==> config.mk <==
export PLATFORM = sky130hd
export DESIGN_NAME = pipeline_hazard_ctrl
export DESIGN_NICKNAME = d
export VERILOG_FILES = /design/src/rtl/pipe_ctrl_pkg.sv /design/src/rtl/pipeline_hazard_ctrl_forward_unit.sv /design/src/rtl/pipeline_hazard_ctrl.sv
export SDC_FILE = /design/constraint.sdc
export NUM_CORES = 1
export LEC_CHECK = 0
export CORE_ASPECT_RATIO = 1.1
export CORE_UTILIZATION = 34
export CTS_CLUSTER_DIAMETER = 50
export CTS_CLUSTER_SIZE = 28
export DETAILED_ROUTE_END_ITERATION = 12
export PLACE_DENSITY_LB_ADDON = 0.08
export SYNTH_ARGS = -nofsm -noshare
export SYNTH_HDL_FRONTEND = slang
export SYNTH_SLANG_ARGS = --single-unit
==> constraint.sdc <==
create_clock -name clk -period 4.5 [get_ports clk]
set_input_delay 0.45 -clock clk [delete_from_list [all_inputs] [get_ports clk]]
set_output_delay 0.45 -clock clk [all_outputs]
set_load 0.02 [all_outputs]
==> src/rtl/pipe_ctrl_pkg.sv <==
// Shared types and constants for the pipeline hazard controller.
package pipe_ctrl_pkg;

  typedef enum logic [1:0] {
    RUN      = 2'd0,
    MEM_WAIT = 2'd1,
    ERR      = 2'd2
  } hazard_state_e;

  localparam logic [1:0] FWD_RF  = 2'b00;
  localparam logic [1:0] FWD_WB  = 2'b01;
  localparam logic [1:0] FWD_MEM = 2'b10;

  localparam int WAIT_MAX_DEFAULT = 16;

endpackage

==> src/rtl/pipeline_hazard_ctrl_forward_unit.sv <==
// EX-stage operand forwarding selects; MEM result wins over WB result.
module forward_unit
  import pipe_ctrl_pkg::*;
(
  input  logic [4:0] ex_rs,
  input  logic [4:0] ex_rt,
  input  logic [4:0] mem_rd,
  input  logic       mem_regwrite,
  input  logic [4:0] wb_rd,
  input  logic       wb_regwrite,
  output logic [1:0] fwd_a,
  output logic [1:0] fwd_b
);

  // Register $0 is hardwired, so a write to it never produces a forwardable value.
  function automatic logic [1:0] pick_source(input logic [4:0] src);
    if (mem_regwrite && (mem_rd != 5'd0) && (mem_rd == src))
      return FWD_MEM;
    else if (wb_regwrite && (wb_rd != 5'd0) && (wb_rd == src))
      return FWD_WB;
    else
      return FWD_RF;
  endfunction

  always_comb begin
    fwd_a = pick_source(ex_rs);
    fwd_b = pick_source(ex_rt);
  end

endmodule

==> src/rtl/pipeline_hazard_ctrl.sv <==
// Central hazard controller: stall/flush/enable decisions, forwarding and dmem handshake.
// Optional performance counters are built when HAZ_PERF_CNT_EN is defined.
module pipeline_hazard_ctrl
  import pipe_ctrl_pkg::*;
#(
  parameter int WAIT_MAX = WAIT_MAX_DEFAULT
) (
  input  logic        clk,
  input  logic        reset,
  input  logic [4:0]  id_rs,
  input  logic [4:0]  id_rt,
  input  logic [4:0]  ex_rs,
  input  logic [4:0]  ex_rt,
  input  logic [4:0]  ex_rd,
  input  logic        ex_memread,
  input  logic        ex_branch_taken,
  input  logic [4:0]  mem_rd,
  input  logic        mem_regwrite,
  input  logic        mem_memread,
  input  logic        mem_memwrite,
  input  logic [4:0]  wb_rd,
  input  logic        wb_regwrite,
  input  logic        dmem_ack,
  output logic        dmem_req,
  output logic        pc_we,
  output logic        if_id_we,
  output logic        id_ex_we,
  output logic        ex_mem_we,
  output logic        if_id_flush,
  output logic        id_ex_flush,
  output logic        mem_wb_flush,
  output logic [1:0]  fwd_a,
  output logic [1:0]  fwd_b,
  output logic        dmem_err,
  output logic [31:0] stall_cycles,
  output logic [31:0] flush_events
);

  localparam int CW = $clog2(WAIT_MAX) + 1;
  localparam logic [CW-1:0] WAIT_LAST = CW'(WAIT_MAX - 1);

  hazard_state_e state, state_next;
  logic [CW-1:0] wait_cnt, wait_cnt_next;
  logic          err_q;
  logic          mem_access;
  logic          frozen;
  logic          load_use;
  logic [1:0]    fwd_a_raw, fwd_b_raw;

  forward_unit u_forward (
    .ex_rs        (ex_rs),
    .ex_rt        (ex_rt),
    .mem_rd       (mem_rd),
    .mem_regwrite (mem_regwrite),
    .wb_rd        (wb_rd),
    .wb_regwrite  (wb_regwrite),
    .fwd_a        (fwd_a_raw),
    .fwd_b        (fwd_b_raw)
  );

  assign fwd_a    = reset ? FWD_RF : fwd_a_raw;
  assign fwd_b    = reset ? FWD_RF : fwd_b_raw;
  assign dmem_err = err_q;

  always_ff @(posedge clk) begin
    if (reset) begin
      state    <= RUN;
      wait_cnt <= '0;
      err_q    <= 1'b0;
    end else begin
      state    <= state_next;
      wait_cnt <= wait_cnt_next;
      err_q    <= err_q | (state_next == ERR);
    end
  end

  // Freeze beats branch flush, which beats the load-use bubble; reset overrides all.
  always_comb begin
    state_next    = state;
    wait_cnt_next = wait_cnt;
    dmem_req      = 1'b0;
    frozen        = 1'b0;
    pc_we         = 1'b1;
    if_id_we      = 1'b1;
    id_ex_we      = 1'b1;
    ex_mem_we     = 1'b1;
    if_id_flush   = 1'b0;
    id_ex_flush   = 1'b0;
    mem_wb_flush  = 1'b0;

    mem_access = mem_memread | mem_memwrite;
    load_use   = ex_memread && (ex_rd != 5'd0) && ((ex_rd == id_rs) || (ex_rd == id_rt));

    unique case (state)
      RUN: begin
        dmem_req = mem_access;
        frozen   = mem_access && !dmem_ack;
        if (frozen) begin
          state_next    = MEM_WAIT;
          wait_cnt_next = '0;
        end
      end
      MEM_WAIT: begin
        dmem_req = 1'b1;
        frozen   = !dmem_ack;
        if (dmem_ack)
          state_next = RUN;
        else if (wait_cnt == WAIT_LAST)
          state_next = ERR;
        else
          wait_cnt_next = wait_cnt + CW'(1);
      end
      ERR: begin
        frozen = 1'b1;
      end
      default: begin
        state_next = RUN;
      end
    endcase

    if (reset) begin
      dmem_req     = 1'b0;
      pc_we        = 1'b0;
      if_id_we     = 1'b0;
      id_ex_we     = 1'b0;
      ex_mem_we    = 1'b0;
      if_id_flush  = 1'b1;
      id_ex_flush  = 1'b1;
      mem_wb_flush = 1'b1;
    end else if (frozen) begin
      pc_we        = 1'b0;
      if_id_we     = 1'b0;
      id_ex_we     = 1'b0;
      ex_mem_we    = 1'b0;
      mem_wb_flush = 1'b1;
    end else if (ex_branch_taken) begin
      if_id_flush = 1'b1;
      id_ex_flush = 1'b1;
    end else if (load_use) begin
      pc_we       = 1'b0;
      if_id_we    = 1'b0;
      id_ex_flush = 1'b1;
    end
  end

`ifdef HAZ_PERF_CNT_EN
  logic        flush_evt;
  logic [31:0] stall_q, flush_q;

  assign flush_evt = !reset && !frozen && ex_branch_taken;

  // Both counters stick at all-ones rather than wrapping.
  always_ff @(posedge clk) begin
    if (reset) begin
      stall_q <= '0;
      flush_q <= '0;
    end else begin
      if (!pc_we && (stall_q != 32'hFFFF_FFFF))
        stall_q <= stall_q + 32'd1;
      if (flush_evt && (flush_q != 32'hFFFF_FFFF))
        flush_q <= flush_q + 32'd1;
    end
  end

  assign stall_cycles = stall_q;
  assign flush_events = flush_q;
`else
  assign stall_cycles = '0;
  assign flush_events = '0;
`endif

endmodule

==> impl_metrics.env <==
export IMPL_outcome="finished clean"
export IMPL_dieArea_um2=4200
export IMPL_final_common_cell="conb_1"
export IMPL_syn_inst=171
export IMPL_coreArea_um2=3712
export IMPL_rsz0062_at_grt="false"
export IMPL_grt_antenna_before_repair=0
export IMPL_crit_start="reset"
export IMPL_vias=1091
export IMPL_clk_latency_ns=0.23
export IMPL_synth_edf_count=0
export IMPL_numCtsBuffers=3
export IMPL_critical_path_required_ns=4.05
export IMPL_power_w=0.0003145
export IMPL_critPathCaptureType="output pin"
export IMPL_cap_violations=0
export IMPL_post_synth_num_cell_types=35
export IMPL_criticalPathCategory="input pin to output pin"
export IMPL_pre_cts_ws_ns=1.268
export IMPL_cts_max_path_buffers=2
export IMPL_syn_area_um2=1341
export IMPL_hpwl_um=2526
export IMPL_yosys_register_bits=8
export IMPL_p_clk_share_pct=27.2
export IMPL_fin_nets=274
export IMPL_grt_max_degree=13
export IMPL_startpoint_type="input pin"
export IMPL_min_period_ns=3.235
export IMPL_slew_violations=0
export IMPL_setup_viol=0
export IMPL_p_per_area_nw_per_um2=180.5
export IMPL_drc=0
export IMPL_syn2layout_area_growth_pct=29.94
export IMPL_tns_ns=0
export IMPL_grt_ovfl_total=0
export IMPL_dpl_cell_area_um2=1702
export IMPL_die_h_um=67.88
export IMPL_p_comb_share_pct=49.5
export IMPL_path_clk_slew_ns=0.04
export IMPL_die_w_um=61.89
export IMPL_synthFlopType="dfxtp_1"
export IMPL_synthArstFlopShare_pct=0
export IMPL_final_antenna_net_count=0
export IMPL_grt_pass1_vias=998
export IMPL_crit_fanout=12
export IMPL_io_pins=121
export IMPL_mostFrequentLayoutCells="conb_1 (64), clkdlybuf4s50_1 (56), xor2_1 (20)"
export IMPL_power_internal_w=0.0001928
export IMPL_setup_slack_ns=1.265
export IMPL_vias_per_cell=3.953
export IMPL_p_leak_nw=0.7640
export IMPL_rows=23
export IMPL_routed_wl_um=2808
export IMPL_grt_usage_pct=12.56
export IMPL_cts_sinks=8
export IMPL_antennaDiodeCount=0
export IMPL_seqPwrFrac_pct=23.3
export IMPL_postCtsSetupBuffers=0
export IMPL_synth_avg_cell_area_um2=7.844
export IMPL_cts_htree_levels=1
export IMPL_grt_pass1_wl_um=4008
export IMPL_arrival_ns=2.78
export IMPL_r2r_start="wait_cnt[0]$_SDFFE_PP0P_"
export IMPL_hold_path_class="flop to flop"
export IMPL_skew_ns=0.005796
export IMPL_drtIter0Drc=39
export IMPL_power_switching_share_pct=38.71
export IMPL_peakVddDrop_uv=74.03
export IMPL_cts_root_buf="clkbuf_8"
export IMPL_yosysSeqAreaShare_pct=11.94
export IMPL_p_switching_w=0.0001218
export IMPL_cts_resized=0
export IMPL_yosysWarnings=0
export IMPL_start_util_pct=36.13
export IMPL_fmax_mhz=309.1
export IMPL_avgRoutedWirePerCell_um=10.17
export IMPL_hold_buffers=0
export IMPL_hold_violations=0
export IMPL_cts_tree="built"
export IMPL_hold_start="dmem_err$_SDFF_PP0_"
export IMPL_layout_drive_gt1_share_pct=3.097
export IMPL_period_share_pct=71.88
export IMPL_place_congestion=0.7783
export IMPL_final_area_um2=1743
export IMPL_dr_pass1_iters=4
export IMPL_timing_hold_ws_ns=0.4486
export IMPL_portBuffers=56
power by group through the flow:
stage | clock [W] | combinational, W | sequential [W]
finish | 0.0000857 | 0.000156 | 0.0000732
global route | 0.0000914 | 0.000169 | 0.0000734
CTS | 0.0000889 | 0.000155 | 0.0000732
detailed placement | 0 | 0.000155 | 0.0000744
global placement | 0 | 0.000155 | 0.0000743
floorplan | 0 | 0.000135 | 0.0000741
registers in the layout, indices dropped and copies added (netlist names):
signal and cells:
wait_cnt 5, state 2, dmem_err 1
layer usage:
layer  track usage, %  part of all wire, %
met5                0                    0
met4            3.611                  1.9
met3            3.214                  6.8
met2            22.45                   53
met1            14.48                   38
per-stage QoR:
stage	std cells	utilization, %
finish	276	46.95
global route	276	46.95
CTS	276	46.95
detailed placement	273	45.84
global placement	273	45.84
floorplan	234	-
path summary, 6_finish.rpt:
check | endpoint | slack, ns | cells past startpoint
worst max-delay path | fwd_b[0] | 1.27 | 6
worst min-delay path | dmem_err$_SDFF_PP0_ | 0.45 | 1
worst max register to register | wait_cnt[2]$_SDFFE_PP0P_ | 2.41 | 6
worst min register to register | dmem_err$_SDFF_PP0_ | 0.45 | 1
cells in the mapped netlist, drive strengths merged (2+ instances only):
cell type | n | area share, %
nand2 | 3 | 0.84
buf | 66 | 37
xnor2 | 10 | 6.5
mux2i | 2 | 1.5
nand3 | 3 | 1.1
o31ai | 2 | 1.1
nor3 | 6 | 2.2
xor2 | 20 | 13
nor4 | 4 | 2.8
a21oi | 5 | 1.9
o21ai | 3 | 1.4
inv | 4 | 1.1
nor2 | 11 | 3.1
dfxtp | 8 | 12
or4 | 5 | 2.8
ha | 2 | 1.9
worst max-delay path: stages:
cell             delay [ns]
clkdlybuf4s50_1        0.62
inv_1                  0.21
o211ai_1               0.11
or4_1                  0.59
nor4_2                 0.16
clkdlybuf4s50_1        0.64
layout make-up:
type	count	area, µm²
fill	389	1969
multi-input combinational	155	903.4
timing repair buffer	56	560.5
sequential	8	160.2
tap	50	62.56
clock buffer	3	41.29
inverter	4	15.01
cell families after synthesis:
kind of cell    synth area share, %
other cells                  0.2796
simple gates                  17.63
buf+inv                       38.34
mux                           1.493
fa+ha+maj                     1.865
flops                         11.94
compound gates                8.862
xor+xnor                      19.59
Note: power is estimated with default switching activity, not from simulation.
